==> src/rtl/mem_reader_pkg.sv <==
// Shared types and constants for the RAM scan reader.
package mem_reader_pkg;
  typedef enum logic [1:0] {
    ST_IDLE  = 2'd0,
    ST_REQ   = 2'd1,
    ST_CAPT  = 2'd2,
    ST_DWELL = 2'd3
  } state_e;

  localparam int KEY_PAUSE   = 0;
  localparam int KEY_STEP    = 1;
  localparam int KEY_RESTART = 2;
  localparam int NUM_KEYS    = 3;

  localparam int CNT_W = 26;
endpackage

==> src/rtl/mem_reader_if.sv <==
// Read port of the shared 16x8 synchronous RAM.
// Handshake: req is held with a stable until an edge where req && gnt; dout is valid one edge later.
interface mem_reader_if;
  logic       req;
  logic       gnt;
  logic [3:0] a;
  logic [7:0] dout;

  modport master (output req, output a, input gnt, input dout);
  modport slave  (input req, input a, output gnt, output dout);
endinterface

==> src/rtl/mem_reader_key_event.sv <==
// One pushbutton: 2-flop synchronizer plus a one-cycle pulse on the synchronized falling edge.
module key_event (
  input  logic clk,
  input  logic rst_n,
  input  logic key_n,
  output logic ev
);
  logic s1_q, s2_q, s3_q;
  logic s1_d, s2_d, s3_d;

  always_comb begin
    s1_d = key_n;
    s2_d = s1_q;
    s3_d = s2_q;
  end

  // Released buttons read 1, so reset to 1 to avoid a spurious event.
  always_ff @(posedge clk or negedge rst_n) begin
    if (!rst_n) begin
      s1_q <= 1'b1;
      s2_q <= 1'b1;
      s3_q <= 1'b1;
    end else begin
      s1_q <= s1_d;
      s2_q <= s2_d;
      s3_q <= s3_d;
    end
  end

  assign ev = s3_q & ~s2_q;
endmodule

==> src/rtl/mem_reader.sv <==
// Scans RAM addresses 0..15, holding each address and its data for DWELL cycles,
// with pause, single-step and restart pushbuttons.
module mem_reader
  import mem_reader_pkg::*;
#(
  parameter int unsigned DWELL = 25000000
) (
  input  logic               clk,
  input  logic               rst_n,
  input  logic [3:0]         KEY,
  mem_reader_if.master       ram,
  output logic [3:0]         addr_q,
  output logic [7:0]         data_q,
  output logic               data_valid,
  output logic               paused,
  output state_e             dbg_state
);
  localparam logic [CNT_W-1:0] DWELL_LAST = CNT_W'(DWELL - 1);

  logic [NUM_KEYS-1:0] ev;
  logic                unused_key;

  state_e           state_q, state_d;
  logic             req_q, req_d;
  logic [3:0]       addr_d;
  logic [7:0]       data_d;
  logic             valid_q, valid_d;
  logic             paused_q, paused_d;
  logic [CNT_W-1:0] cnt_q, cnt_d;
  logic             advance;

  assign unused_key = KEY[3];

  for (genvar k = 0; k < NUM_KEYS; k++) begin : g_key
    key_event u_key (
      .clk   (clk),
      .rst_n (rst_n),
      .key_n (KEY[k]),
      .ev    (ev[k])
    );
  end

  always_comb begin
    state_d  = state_q;
    req_d    = req_q;
    addr_d   = addr_q;
    data_d   = data_q;
    valid_d  = valid_q;
    cnt_d    = cnt_q;
    paused_d = paused_q ^ ev[KEY_PAUSE];
    advance  = 1'b0;

    case (state_q)
      ST_IDLE: begin
        state_d = ST_REQ;
        req_d   = 1'b1;
      end
      ST_REQ: begin
        // After a restart req is still low here, so a grant this cycle is not ours.
        if (req_q && ram.gnt) begin
          state_d = ST_CAPT;
          req_d   = 1'b0;
        end else begin
          req_d = 1'b1;
        end
      end
      ST_CAPT: begin
        data_d  = ram.dout;
        valid_d = 1'b1;
        cnt_d   = '0;
        state_d = ST_DWELL;
      end
      ST_DWELL: begin
        if (paused_q) begin
          advance = ev[KEY_STEP] & ~ev[KEY_PAUSE];
        end else if (cnt_q == DWELL_LAST) begin
          advance = 1'b1;
        end else begin
          cnt_d = cnt_q + 1'b1;
        end
      end
      default: state_d = ST_IDLE;
    endcase

    if (advance) begin
      addr_d  = addr_q + 4'd1;
      valid_d = 1'b0;
      req_d   = 1'b1;
      state_d = ST_REQ;
    end

    if (ev[KEY_RESTART]) begin
      addr_d  = '0;
      data_d  = data_q;
      valid_d = 1'b0;
      cnt_d   = '0;
      req_d   = 1'b0;
      state_d = ST_REQ;
    end
  end

  always_ff @(posedge clk or negedge rst_n) begin
    if (!rst_n) begin
      state_q  <= ST_IDLE;
      req_q    <= 1'b0;
      addr_q   <= '0;
      data_q   <= '0;
      valid_q  <= 1'b0;
      paused_q <= 1'b0;
      cnt_q    <= '0;
    end else begin
      state_q  <= state_d;
      req_q    <= req_d;
      addr_q   <= addr_d;
      data_q   <= data_d;
      valid_q  <= valid_d;
      paused_q <= paused_d;
      cnt_q    <= cnt_d;
    end
  end

  assign ram.req    = req_q;
  assign ram.a      = addr_q;
  assign data_valid = valid_q;
  assign paused     = paused_q;
  assign dbg_state  = state_q;
endmodule

==> src/flat_wrapper.sv <==
// flat-port wrapper written by rule: the top's interface ports become plain ports
module mem_reader_flat import mem_reader_pkg::*;
#(
  parameter int unsigned DWELL = 25000000
)
  (clk, rst_n, KEY, addr_q, data_q, data_valid, paused, dbg_state, ram_req, ram_a, ram_gnt, ram_dout);
  mem_reader_if ram_i ();
  input  logic clk;
  input  logic rst_n;
  input  logic [3:0] KEY;
  output logic [3:0] addr_q;
  output logic [7:0] data_q;
  output logic data_valid;
  output logic paused;
  output state_e dbg_state;
  output wire logic [$bits(ram_i.req)-1:0] ram_req;
  output wire logic [$bits(ram_i.a)-1:0] ram_a;
  input wire logic [$bits(ram_i.gnt)-1:0] ram_gnt;
  input wire logic [$bits(ram_i.dout)-1:0] ram_dout;
  assign ram_req = ram_i.req;
  assign ram_a = ram_i.a;
  assign ram_i.gnt = ram_gnt;
  assign ram_i.dout = ram_dout;
  mem_reader #(.DWELL(DWELL)) u_core (.clk(clk), .rst_n(rst_n), .KEY(KEY), .ram(ram_i), .addr_q(addr_q), .data_q(data_q), .data_valid(data_valid), .paused(paused), .dbg_state(dbg_state));
endmodule
==> config.mk <==
export PLATFORM = sky130hd
export DESIGN_NAME = mem_reader_flat
export DESIGN_NICKNAME = d
export VERILOG_FILES = /design/src/rtl/mem_reader_pkg.sv /design/src/rtl/mem_reader_if.sv /design/src/rtl/mem_reader_key_event.sv /design/src/rtl/mem_reader.sv /design/src/flat_wrapper.sv
export SDC_FILE = /design/constraint.sdc
export NUM_CORES = 1
export LEC_CHECK = 0
export CAP_MARGIN = 15
export CORE_UTILIZATION = 49
export DETAILED_ROUTE_END_ITERATION = 12
export HOLD_SLACK_MARGIN = 0.15
export PLACE_DENSITY = 0.75
export SYNTH_ARGS = -nofsm -noshare
export SYNTH_HDL_FRONTEND = slang
export SYNTH_HIERARCHICAL = 1
export SYNTH_SLANG_ARGS = --single-unit
==> constraint.sdc <==
create_clock -name clk -period 2.1 [get_ports clk]
set_clock_uncertainty 0.05 [all_clocks]
set_input_delay 0.21 -clock clk [delete_from_list [all_inputs] [get_ports clk]]
set_output_delay 0.21 -clock clk [all_outputs]
set_load 0.05 [all_outputs]
# Word-level counts from Yosys, hierarchy flattened
# Index checks and enable logic that the tools add are counted.
[word_totals]
regBits = 52
output_inout_bits = 21
in_bits = 15
word_cells = 65
[op_classes]
n_reduce_logical = 10
n_mux = 20
eq_ne = 7
add_sub_neg = 2
bitwise_logic = 10
[ops]
columns = ["operator", "n"]
rows = [
  ["26-bit 2-to-1 mux", 3],
  ["26-bit case mux with 2 select lines", 1],
  ["26-bit by 1-bit adder with 26-bit output, second input constant", 1],
  ["26-bit by 25-bit equality test with 1-bit output, second input constant", 1],
  ["1-bit 2-to-1 mux", 9],
  ["4-bit 2-to-1 mux", 2],
  ["2-bit 2-to-1 mux", 3],
  ["3-bit != test, second input constant", 2],
  ["2-bit case mux with 3 select lines", 1],
  ["3-bit nonzero test", 2],
  ["1-bit NOT", 5],
  ["5-bit nonzero test", 1],
  ["4-bit by 1-bit adder with 4-bit output, second input constant", 1],
  ["1-bit AND", 4],
  ["2-bit equality test, second input constant", 2],
  ["4-bit by 2-bit != test with 1-bit output, second input constant", 1],
  ["2-bit AND reduction", 2],
  ["4-bit nonzero test", 1],
  ["3-bit AND reduction", 1],
  ["2-bit by 1-bit equality test with 1-bit output, second input constant", 1],
  ["2-bit zero test", 1],
  ["1-bit case mux with 2 select lines", 1],
  ["2-bit nonzero test", 1],
  ["1-bit logical AND", 1],
  ["1-bit XOR", 1],
]

# Longest topological paths before layout
[logic_depth]
depth_word = 8
depth_mapped = 8
depth_no_buf = 6

# Hierarchy
# The synthesis kept the hierarchy.
[modules_own_cells]
columns = ["mod", "area_each_um2", "cells_each", "seq_area_each_um2", "instances"]
rows = [
  ["mem_reader", 2386.0, 252, 1076.0, 1],
  ["key_event", 92.6, 4, 78.8, 3],
]

# Worst setup path before layout
# No wires, ideal clock.
[synth_path]
path_kind = "flip-flop to flip-flop"
startpoint = "register u_core.state_q[1], in the netlist u_core/dbg_state[1]"
endpoint = "register u_core.cnt_q[10]"
required_ns = 1.972
t_arrival_ns = 2.377
path_stages_with_launch = 8
setup_ns = 0.078
n_path_buf = 1
synth_period_minus_slack_ns = 2.505
slack_ns = -0.405
cell_sequence = "dfrtp_1 ha_1 clkbuf_2 clkinv_1 nor2_1 o21ai_1 or4_1 a21oi_1"
[synth_via]
elab_chain_len = 3
word_cells_on_any_way = 8
classes_between = "eq/ne: 4; mux: 2; reduce/logical: 2"
[synth_rtl]
columns = ["element", "line", "rtl"]
rows = [
  ["start: declaration", "mem_reader.sv:23", "state_e state_q, state_d;"],
  ["start signal: assignment", "mem_reader.sv:112", "state_q <= state_d;"],
  ["2-bit equality test", "mem_reader.sv:53", "case (state_q)"],
  ["3-bit != test (no line) (tied with other cells)", "--", ""],
  ["3-bit AND reduction (no line) or 26-bit 2-to-1 mux (tied branches)", "--", ""],
  ["end signal: assignment", "mem_reader.sv:118", "cnt_q <= cnt_d;"],
  ["end: declaration", "mem_reader.sv:29", "logic [CNT_W-1:0] cnt_q, cnt_d;"],
]
# Parallel ways exist; a longest one is shown, timed or not.
# A chain may end at the register's enable or synchronous reset.

# Worst setup path after layout
[layout_path]
startpoint = "register u_core.cnt_q[1]"
endpoint = "register u_core.cnt_q[25]"
[layout_via]
elab_chain_len = 5
word_cells_on_any_way = 8
classes_between = "add/sub: 1; eq/ne: 2; mux: 4; reduce/logical: 1"
[layout_rtl]
columns = ["element", "line", "rtl"]
rows = [
  ["26-bit by 1-bit adder with 26-bit output", "mem_reader.sv:79", "cnt_d = cnt_q + 1'b1;"],
  ["26-bit 2-to-1 mux", "mem_reader.sv:76", "end else if (cnt_q == DWELL_LAST) begin"],
  ["26-bit 2-to-1 mux", "mem_reader.sv:74", "if (paused_q) begin"],
  ["26-bit case mux with 2 select lines", "mem_reader.sv:53", ""],
  ["26-bit 2-to-1 mux", "mem_reader.sv:92", "if (ev[KEY_RESTART]) begin"],
]
# Parallel ways exist; a longest one is shown, timed or not. The select of a mux whose other input is x is not followed.

==> run summary <==
The flow ran to the end, but the final reports show violations. The final reports fail on negative setup slack. The instance area after placement is 0.003301 mm².

TritonCTS built the clock tree. Setup repair after global routing could not meet its margin everywhere. The wire length of the first global-routing pass is 10.41 mm. The core box area came out at 0.005172 mm². Summing all flip-flop and latch instances after layout gives 0.001315 mm². Clock-pin slew was measured on the worst setup and hold paths at 0.10 ns. The net count after synthesis came out at 285. The clock sink count is 52. The required time of the worst setup path came out at 2.31 ns. The detailed-route wire length per cell is 16.25 µm.

The area added between synthesis and finish came out at 36.54%. The final setup slack of the worst path is -0.01491 ns. For this design the ratio of total power to cell area is 940.4 mW/mm². The final worst-path cycle share is 1.007. The worst hold margin is 0.2427 ns. The share of cells above drive strength 1 came out at 0.3136. In the synthesized netlist the dominant register cell turns out to be sky130_fd_sc_hd__dfrtp_1. The type of the most critical hold path is in2reg. STA classifies the critical path endpoint as a register. The number of hold violations in the final report is 0. The transition time at the pin with the least slew margin came out at 0.6001 ns. The post-route antenna net violation count is 0. The multi-input logic area came out at 0.001388 mm². The global-route usage over all layers is 0.2471. The boundary pin count is 36. The total of buffers placed on input and output ports is 34. The deepest level of the CTS H-tree came out at 2.

The sequential fraction of the synthesis area is 0.4927. The post-placement cell count came out at 389. Setup violations remaining at the end of the flow were counted as 2.

The via count of the first global-routing pass came out at 2,211. Counting I/O delays and the setup requirement, the final critical path takes 2.115 ns. The number of buffers created by CTS came out at 5. Entering global routing, the biggest net connects 28 pins.

The number of antenna violations at the first check in global routing came out at 0. The total DRC errors in the routed layout is 0. The total half-perimeter wirelength after legalization and detailed placement is 4.530 mm. The effective utilization at floorplan is 0.5150.

The library cell used most frequently in the layout, excluding fill and tap cells, is sky130_fd_sc_hd__dfrtp_1. In the layout the commonest cells are 41 x sky130_fd_sc_hd__dfrtp_1, 40 x sky130_fd_sc_hd__buf_4, 33 x sky130_fd_sc_hd__clkdlybuf4s50_1. The antenna cell count is 0. The final layout net count came out at 358. The first routing iteration left 126 violations. The Yosys step of the flow raised 6 warnings.

Clock tree synthesis selected as its root buffer the cell sky130_fd_sc_hd__clkbuf_8. The die area is 0.005735 mm². The netlist area before placement came out at 0.002664 mm². Each instance of the synthesized netlist takes up on average 10.09 µm². Summed over all cells, the static leakage comes to 0.001536 µW. The kind of critical path is reg2reg. Before antenna repair, the detailed router went through 4 iterations.

The post-layout total power came out at 3420 µW. Of the post-synthesis cell area, the dominant cell type holds 0.4039. Measured against its own limit, the worst slew margin works out to 0.5999. The insertion delay to the later sink of the worst-skew pair came out at 0.31 ns. The largest fanout of any net on the critical path is 5. Measured along the y axis, the die boundary spans 75.73 µm. The overall die width came out at 75.73 µm.

Dividing the detail-routed via count by the number of cells gives 5.934. The number of distinct library cells after synthesis is 50. The total negative setup slack is -0.02584 ns.

The startpoint kind of the worst setup timing path is a register. The async set-reset flop share out of synthesis is 1.000. Synthesis handed over a netlist of 264 instances.

The highest achievable clock rate is 0.4728 GHz. Summed over all layers, the routed wires come to 6.628 mm. The overflow left after global routing is 0.

Across the VDD grid, the largest voltage drop is 0.0009836 V. The longest clock path from root to sink contains 2 buffers. The max-slew violation count is 0. Sorting the synthesized cells by area gives the leading types as sky130_fd_sc_hd__dfrtp_1 40%, sky130_fd_sc_hd__dfstp_2 8.9%, sky130_fd_sc_hd__o21ai_0 4.1%, sky130_fd_sc_hd__mux2_2 3.4%, sky130_fd_sc_hd__a21oi_1 3.2%. Routability-driven placement finished with a final weighted congestion of 0.8975. The signal arrival time at the worst endpoint came out at 2.33 ns. The flop and latch count out of synthesis is 52. The synthesized design contains 0 enable-type register cells.

The filler cells instantiated in the layout total 362. The final cell count without fillers came out at 408. Max-cap violations in this run came to 0.

The finished layout cell area is 0.003637 mm². The floorplan has 26 rows. The via count is 2,421. The cell type with the largest total area after synthesis is sky130_fd_sc_hd__dfrtp_1.
## through the flow
step	utilization	setup slack (ns)
final	0.7032	-0.01491
after global routing	0.7032	-0.1388
after CTS	0.6732	-0.001279
after detailed placement	0.6381	-0.02543
after global placement	0.6381	0.01484
after floorplan	-	-0.03362
## where the power goes
part	internal [µW]	leakage (µW)	switching, µW
registers	1160	0.000664	127
logic	569	0.000821	951
clock network	252	0.0000511	362
## cells by family (layout without fill, tap and decap cells)
group	after synthesis	after routing	share of synthesized area
AO/OA/AOI/OAI	70	70	0.1616
XOR/XNOR	6	6	0.01973
adder cells (fa/ha/maj)	6	6	0.02818
buffers and inverters	24	98	0.04133
flip-flops	52	52	0.4927
multiplexers	9	9	0.03758
AND/OR/NAND/NOR	97	97	0.2189
## worst paths after layout
path | from | endpoint | cells past startpoint | slack, ns
hold reg to reg | u_core/g_key[0].u_key/s1_q | u_core/g_key[0].u_key/s2_q | 0 | 0.31
min in group asynchronous | rst_n | u_core/addr_q[3] | 2 | 0.38
setup reg to reg | u_core/cnt_q[1] | u_core/cnt_q[25] | 6 | -0.01
setup / recovery | u_core/cnt_q[1] | u_core/cnt_q[25] | 6 | -0.01
hold / removal | KEY[1] | u_core/g_key[1].u_key/s1_q | 1 | 0.24
max in group asynchronous | rst_n | u_core/g_key[1].u_key/s1_q | 3 | 1.00
## repair_timing
action | 4_1_cts | 5_1_grt
endpoints found under the hold margin | 25 | 0
pin swaps | 5 | 21
gates resized for setup | 7 | 29
buffers inserted | 5 | 7
hold buffers | 1 | 0
endpoints found under the setup margin | 5 | 17
## Yosys cell counts (5+ instances only)
master	n
sky130_fd_sc_hd__nor3_1	6
sky130_fd_sc_hd__ha_1	6
sky130_fd_sc_hd__and3_1	6
sky130_fd_sc_hd__o31ai_1	5
sky130_fd_sc_hd__o21ai_0	22
sky130_fd_sc_hd__dfstp_2	9
sky130_fd_sc_hd__clkbuf_1	6
sky130_fd_sc_hd__o211ai_1	5
sky130_fd_sc_hd__nand2_1	10
sky130_fd_sc_hd__nand3_1	13
sky130_fd_sc_hd__dfrtp_1	43
sky130_fd_sc_hd__nand4_1	10
sky130_fd_sc_hd__nor2_1	17
sky130_fd_sc_hd__mux2_2	8
sky130_fd_sc_hd__inv_1	9
sky130_fd_sc_hd__or3_1	11
sky130_fd_sc_hd__xor2_1	6
sky130_fd_sc_hd__a21oi_1	17
## sequential cells by signal (all words and copies together) (netlist names)
| signal | cells |
|---|---|
| u_core/addr_q | 4 |
| u_core/cnt_q | 26 |
| u_core/data_q | 8 |
| u_core/data_valid | 1 |
| u_core/dbg_state | 2 |
| u_core/g_key.u_key/s1_q | 3 |
| u_core/g_key.u_key/s2_q | 3 |
| u_core/g_key.u_key/s3_q | 3 |
| u_core/paused | 1 |
| u_core/ram.req | 1 |
## layer usage
layer | share of wire | vias up | global-route usage
li1 | - | 1127 | -
met1 | 0.43 | 1182 | 0.3200
met2 | 0.50 | 94 | 0.4018
met3 | 0.046 | 18 | 0.05952
met4 | 0.019 | 0 | 0.09671
met5 | 0 | - | 0
## layout make-up
| class | instances | area share |
|---|---|---|
| multi-input combinational | 188 | 0.3815 |
| clock inverter | 3 | 0.007912 |
| inverter | 10 | 0.01066 |
| clock buffer | 5 | 0.01892 |
| tap | 70 | 0.02408 |
| timing repair buffer | 80 | 0.1954 |
| sequential | 52 | 0.3615 |
## worst max-delay path: stages, from the launching register on
cell                      delay, ns
sky130_fd_sc_hd__dfrtp_1       0.43
sky130_fd_sc_hd__buf_6         0.13
sky130_fd_sc_hd__nand4_1       0.13
sky130_fd_sc_hd__or4_4         0.61
sky130_fd_sc_hd__or4_4         0.50
sky130_fd_sc_hd__a21oi_2       0.13
sky130_fd_sc_hd__a21o_1        0.09
No activity file was read; power rests on OpenSTA's default activity.
